### config.mk
export PLATFORM = sky130hd
export DESIGN_NAME = demux_buf
export DESIGN_NICKNAME = d
export VERILOG_FILES = /design/src/rtl/demux_buf.sv
export SDC_FILE = /design/constraint.sdc
export NUM_CORES = 1
export LEC_CHECK = 0
export ABC_AREA = 1
export CAP_MARGIN = 20
export CORE_MARGIN = 5
export CORE_UTILIZATION = 43
export DETAILED_ROUTE_END_ITERATION = 12
export PLACE_DENSITY = 0.77
export SYNTH_ARGS = -nofsm -noshare
export SYNTH_HDL_FRONTEND = slang
export SYNTH_SLANG_ARGS = --single-unit
### constraint.sdc
create_clock -name clk -period 2.5 [get_ports clk]
set_clock_uncertainty 0.15 [all_clocks]
set_input_delay 0.75 -clock clk [delete_from_list [all_inputs] [get_ports clk]]
set_output_delay 0.75 -clock clk [all_outputs]
set_load 0.01 [all_outputs]
### src/rtl/demux_buf.sv
// One-to-four demultiplexer with a single holding register per output channel.
// Optional per-channel delivered-word counters are enabled by defining DEMUX_BUF_CNT_EN.
module demux_buf #(
    parameter int W  = 4,
    parameter int CW = 8
) (
    input  logic          clk,
    input  logic          rst_n,
    input  logic          in_valid,
    output logic          in_ready,
    input  logic [W-1:0]  in_data,
    input  logic [1:0]    in_sel,
    output logic [3:0]    out_valid,
    input  logic [3:0]    out_ready,
    output logic [W-1:0]  out_a,
    output logic [W-1:0]  out_b,
    output logic [W-1:0]  out_c,
    output logic [W-1:0]  out_d
`ifdef DEMUX_BUF_CNT_EN
    ,
    output logic [CW-1:0] cnt_a,
    output logic [CW-1:0] cnt_b,
    output logic [CW-1:0] cnt_c,
    output logic [CW-1:0] cnt_d
`endif
);

    logic [W-1:0] r_data [4];
    logic [3:0]   r_full;
    logic [3:0]   w_load;
    logic [3:0]   w_out_hs;

    // A full channel can still accept when its sink drains it in the same cycle.
    assign in_ready = ~r_full[in_sel] | out_ready[in_sel];
    assign w_load   = (in_valid && in_ready) ? (4'b0001 << in_sel) : 4'b0000;
    assign w_out_hs = r_full & out_ready;

    always_ff @(posedge clk or negedge rst_n) begin
        if (!rst_n) begin
            r_full <= 4'b0000;
            for (int k = 0; k < 4; k++) begin
                r_data[k] <= '0;
            end
        end else begin
            r_full <= (r_full & ~w_out_hs) | w_load;
            for (int k = 0; k < 4; k++) begin
                if (w_load[k]) begin
                    r_data[k] <= in_data;
                end
            end
        end
    end

    assign out_valid = r_full;
    assign out_a     = r_data[0];
    assign out_b     = r_data[1];
    assign out_c     = r_data[2];
    assign out_d     = r_data[3];

`ifdef DEMUX_BUF_CNT_EN
    logic [CW-1:0] r_cnt [4];

    // Counters wrap naturally at 2^CW.
    always_ff @(posedge clk or negedge rst_n) begin
        if (!rst_n) begin
            for (int k = 0; k < 4; k++) begin
                r_cnt[k] <= '0;
            end
        end else begin
            for (int k = 0; k < 4; k++) begin
                if (w_out_hs[k]) begin
                    r_cnt[k] <= r_cnt[k] + 1'b1;
                end
            end
        end
    end

    assign cnt_a = r_cnt[0];
    assign cnt_b = r_cnt[1];
    assign cnt_c = r_cnt[2];
    assign cnt_d = r_cnt[3];
`endif

endmodule

# Word level (Yosys, flattened, before mapping)
# Cells that the tools add are included.
op_classes:
  bitwise: 6
  n_reduce_logical: 1
  shift: 1
  n_lt_le_gt_ge: 1
  mux: 5
ops:
  columns: ["operator", "n"]
  rows:
  - ["4-bit bitwise AND", 2]
  - ["1-bit binary-select mux with 2-bit select", 2]
  - ["4-bit 2-to-1 mux", 1]
  - ["4-bit NOT", 1]
  - ["4-bit OR", 1]
  - ["1-bit by 2-bit left shift with 4-bit output, first input constant", 1]
  - ["2-bit by 3-bit < comparator with 1-bit output, second input constant", 1]
  - ["1-bit 2-to-1 mux", 2]
  - ["1-bit logical AND", 1]
  - ["1-bit NOT", 1]
  - ["1-bit OR", 1]
word_totals:
  input_bits: 13
  out_inout_bits: 21
  wordCells: 19
  register_bits: 20

# Longest topological paths before layout
# Gate-level depths: netlist of run 1.
depth:
  ltp_word: 7
  mapped_depth: 11
  ltp_nobuf: 9

# Worst setup path before layout of run 1
# Ideal clock, no wire load.
synth_timing:
  kind: "input port to output port"
  from: "in in_sel[0]"
  to: "out in_ready"
  n_path_buf: 2
  arrival_time_ps: 1424
  cell_stages: 7
  required_time_ps: 1600
  setup_slack_ps: 176
  cell_sequence: "buf_4 > nor2_4 > nand2_1 > nand2_1 > nor2_2 > nand2_2 > buf_4"
synth_between:
  elab_chain_len: 4
  elab_cells_between_ends: 6
  classes_between: "mux (4); bitwise (2)"
synth_lines:
  columns: ["element", "line_no", "source"]
  rows:
  - ["from (decl)", "12", "input logic [1:0] in_sel,"]
  - ["1-bit binary-select mux with 2-bit select", "34", "assign in_ready = ~r_full[in_sel] | out_ready[in_sel];"]
  - ["1-bit 2-to-1 mux (not written as such)", "34", null]
  - ["1-bit NOT", "34", null]
  - ["1-bit OR *", "34", null]
  - ["to (decl)", "10", "output logic in_ready,"]
# Mark *: on every way between the ends. The rest lies on a longest branch, timed or not. The select of a mux whose other input is x is not followed.

# Worst setup path after layout of run 1
# Same ends and word-level chain as after synthesis.

==> results_dict.tcl, run 1 <==
set metrics [dict create \
    status "completed" \
    critical_path_class "primary input to output pin" \
    r2r_setup_slack_ns 0.86 \
    synth_flop_cell "dfrtp_1" \
    design.core.area_mm2 0.00217 \
    critical_path_arrival_ns 1.47 \
    netlist_area_um2 955 \
    ant_nets 0 \
    slowest_delay_ns 0.13 \
    path_max_fanout 6 \
    viasPerCell 5.07 \
    routed.top_layer "met4" \
    overflow 0 \
    vias 902 \
    wl_met1_um 924 \
    hold_depth 2 \
    rr_startpoint "out_valid[0]$_DFF_PN0_" \
    clk_path_buf_depth 2 \
    leakage_nw 0.687 \
    cp-end-kind "output pin" \
    grt_max_degree 21 \
    ctsHoldBuffers 0 \
    ys_ff_latch 20 \
    port_buffers 33 \
    synthArstFlopShare 1.00 \
    grt_pass1_wl_um 4070 \
    path_cells "clkbuf_2, buf_6, nor2_4, nand2_1, nand2_1, nor2_2, nand2_2, buf_6" \
    final-setup-viol-count 0 \
    vdd_drop_max_mv 0.476 \
    reg2reg_depth 9 \
    hold_viol 0 \
    clock_sinks 20 \
    synth_most_common_cell "nand2_1" \
    yosys.area.top_type "dfrtp_1" \
    cp_top_family "simple AND/OR/NAND/NOR gates" \
    fmax_mhz 423 \
    cp.required_ns 1.60 \
    area_growth_syn_to_layout_pct 46.1 \
    yosysWarnings 0 \
    ys_seq_area_frac 0.524 \
    synth_edf_count 0 \
    wl_met2_um 1320 \
    track_usage 0.163 \
    yosysTopAreaCellShare 0.524 \
    h-tree-depth 1 \
    worstMarginPinSlew_ns 0.439 \
    worst_setup_path_start_kind "primary input" \
    grt_pass1_vias 955 \
    hold_slack_ns 0.330 \
    clk_latency_ns 0.30 \
    wirelength_um 2450 \
    power.density_mw_per_mm2 691 \
    layout_worst_path_cycle_share 0.947 \
    drive_gt1_frac 0.153 \
    path_depth 8 \
    fin_crit_ns 2.37 \
    die_h_um 57.1 \
    cts_setup_buffers 0 \
    cts_tree "done" \
    finalMaxSlewViolations 0 \
    cp-startpoint "in_sel[0]" \
    hold_class "flop to flop" \
    fin_util 0.643 \
    first_pass_iters 7 \
    crit_slowest_cell "buf_6" \
    yosysUniqueCellTypes 16 \
    grt_antenna_before_repair 0 \
    rows 17 \
    avgRoutedWirePerCell_um 13.8 \
    cap_violations 0 \
    finalNetCount 164 \
    cp.buffers_inverters 3 \
    power_w 0.000964 \
    ys_top_cells_by_area "dfrtp_1 52%, nand2_1 18%, nand4_1 10%" \
    synthTopCellsByCount "45 x nand2_1, 20 x dfrtp_1, 16 x nand4_1" \
    gp_congestion 0.821 \
    die-area_mm2 0.00326 \
    route.detailed.drc 0 \
    diodes 0 \
    die_w_um 57.1 \
    drt_iter0_drc 17 \
    cts_made_buffers 3 \
    synthesis.nets 122 \
    dp_hpwl_um 1860 \
    grt_setup_unrepaired "false" \
    path_clk_slew_ns 0.12 \
    design.portCount 34 \
    maxSlewHeadroom 0.706 \
    syn_area_per_cell_um2 8.76 \
    syn_inst 109 \
    crit_path_end "in_ready" \
    wl_met3_um 144 \
    cts_root_buffer "clkbuf_4" \
    r2r_end "out_d[3]$_DFFE_PN0P_" \
    start_util 0.440 \
]
[layout by cell type (no fill, tap or decap), types with 2 or more instances in the layout]
cell type         n
clkbuf_4          3
nand4_1          16
dlygate4sd2_1     4
o21ai_0           4
nand3_1           4
buf_4             8
nand2_1          45
inv_1             6
nor2_1            2
dfrtp_1          20
buf_6             2
nand3_4           3
clkdlybuf4s50_1  26
[state kept, by name, summed over array words and instances, names as in the netlist]
signal	count
out_c	4
out_b	4
out_d	4
out_a	4
out_valid	4
[through the flow]
step           instance area (µm²)  setup slack, ns  instances  TNS [ns]
2_1_floorplan                  955            0.176        109         0
3_3_place_gp                  1350           -0.603        174    -0.719
3_5_place_dp                  1350           -0.676        174     -1.47
4_1_cts                       1410           0.0111        178         0
5_1_grt                       1400           0.0421        178         0
6_report                      1400            0.133        178         0
[kinds of logic (layout without fill, tap and decap cells)]
| family | after synthesis | in the layout | share of synthesized area |
|---|---|---|---|
| and+or+nand+nor | 73 | 73 | 0.391 |
| DFF | 20 | 20 | 0.524 |
| buffers and inverters | 12 | 53 | 0.0642 |
| AOI/OAI and AO/OA | 4 | 4 | 0.0210 |
[area by class of cell]
type / count / area [µm²]
clock buffers: 3 / 22.5
clock inverters: 1 / 30.0
fillers: 192 / 774
inverters: 7 / 26.3
multi-input cells: 77 / 393
flip-flops and latches: 20 / 500
well taps: 28 / 35.0
repair buffers: 42 / 388
[how the worst min path moves through the flow]
stage                         start                    to
2_1_floorplan                 rst_n  out_a[0]$_DFFE_PN0P_
3_3_place_gp   out_c[2]$_DFFE_PN0P_  out_c[2]$_DFFE_PN0P_
3_5_place_dp   out_c[0]$_DFFE_PN0P_  out_c[0]$_DFFE_PN0P_
4_1_cts        out_c[0]$_DFFE_PN0P_  out_c[0]$_DFFE_PN0P_
5_1_grt        out_c[0]$_DFFE_PN0P_  out_c[0]$_DFFE_PN0P_
6_report       out_c[0]$_DFFE_PN0P_  out_c[0]$_DFFE_PN0P_
[worst min-delay path: stages (launching register included)]
cell and delay (ns):
dfrtp_1 0.36, nand2_1 0.05, nand2_1 0.04
[power breakdown]
group / switching [W] / internal (W)
logic: 0.000132 / 0.000154
clock network: 0.000102 / 0.000162
registers: 0.0000333 / 0.000381
total: 0.000267 / 0.000696
[metal layers]
layer,global-route usage,up-vias
met2,0.290,31
met4,0.103,0
met5,0,-
li1,-,445
met3,0.0430,6
met1,0.167,420
[repair_timing]
action / CTS / global route
pin swaps: 4 / 0
endpoints found under the setup margin: 1 / 1
gates resized for setup: 15 / 3
Power figures use the tool's default switching activity.
==> inputs of run 2 (changes only) <==
--- a/config.mk
+++ b/config.mk
@@ -9,6 +9,7 @@
 export CAP_MARGIN = 20
 export CORE_MARGIN = 5
 export CORE_UTILIZATION = 43
+export CTS_CLUSTER_DIAMETER = 100
 export DETAILED_ROUTE_END_ITERATION = 12
 export PLACE_DENSITY = 0.77
 export SYNTH_ARGS = -nofsm -noshare
==> results of run 2 <==
The final DEF is identical to that of run 1; final timing and power are the same.
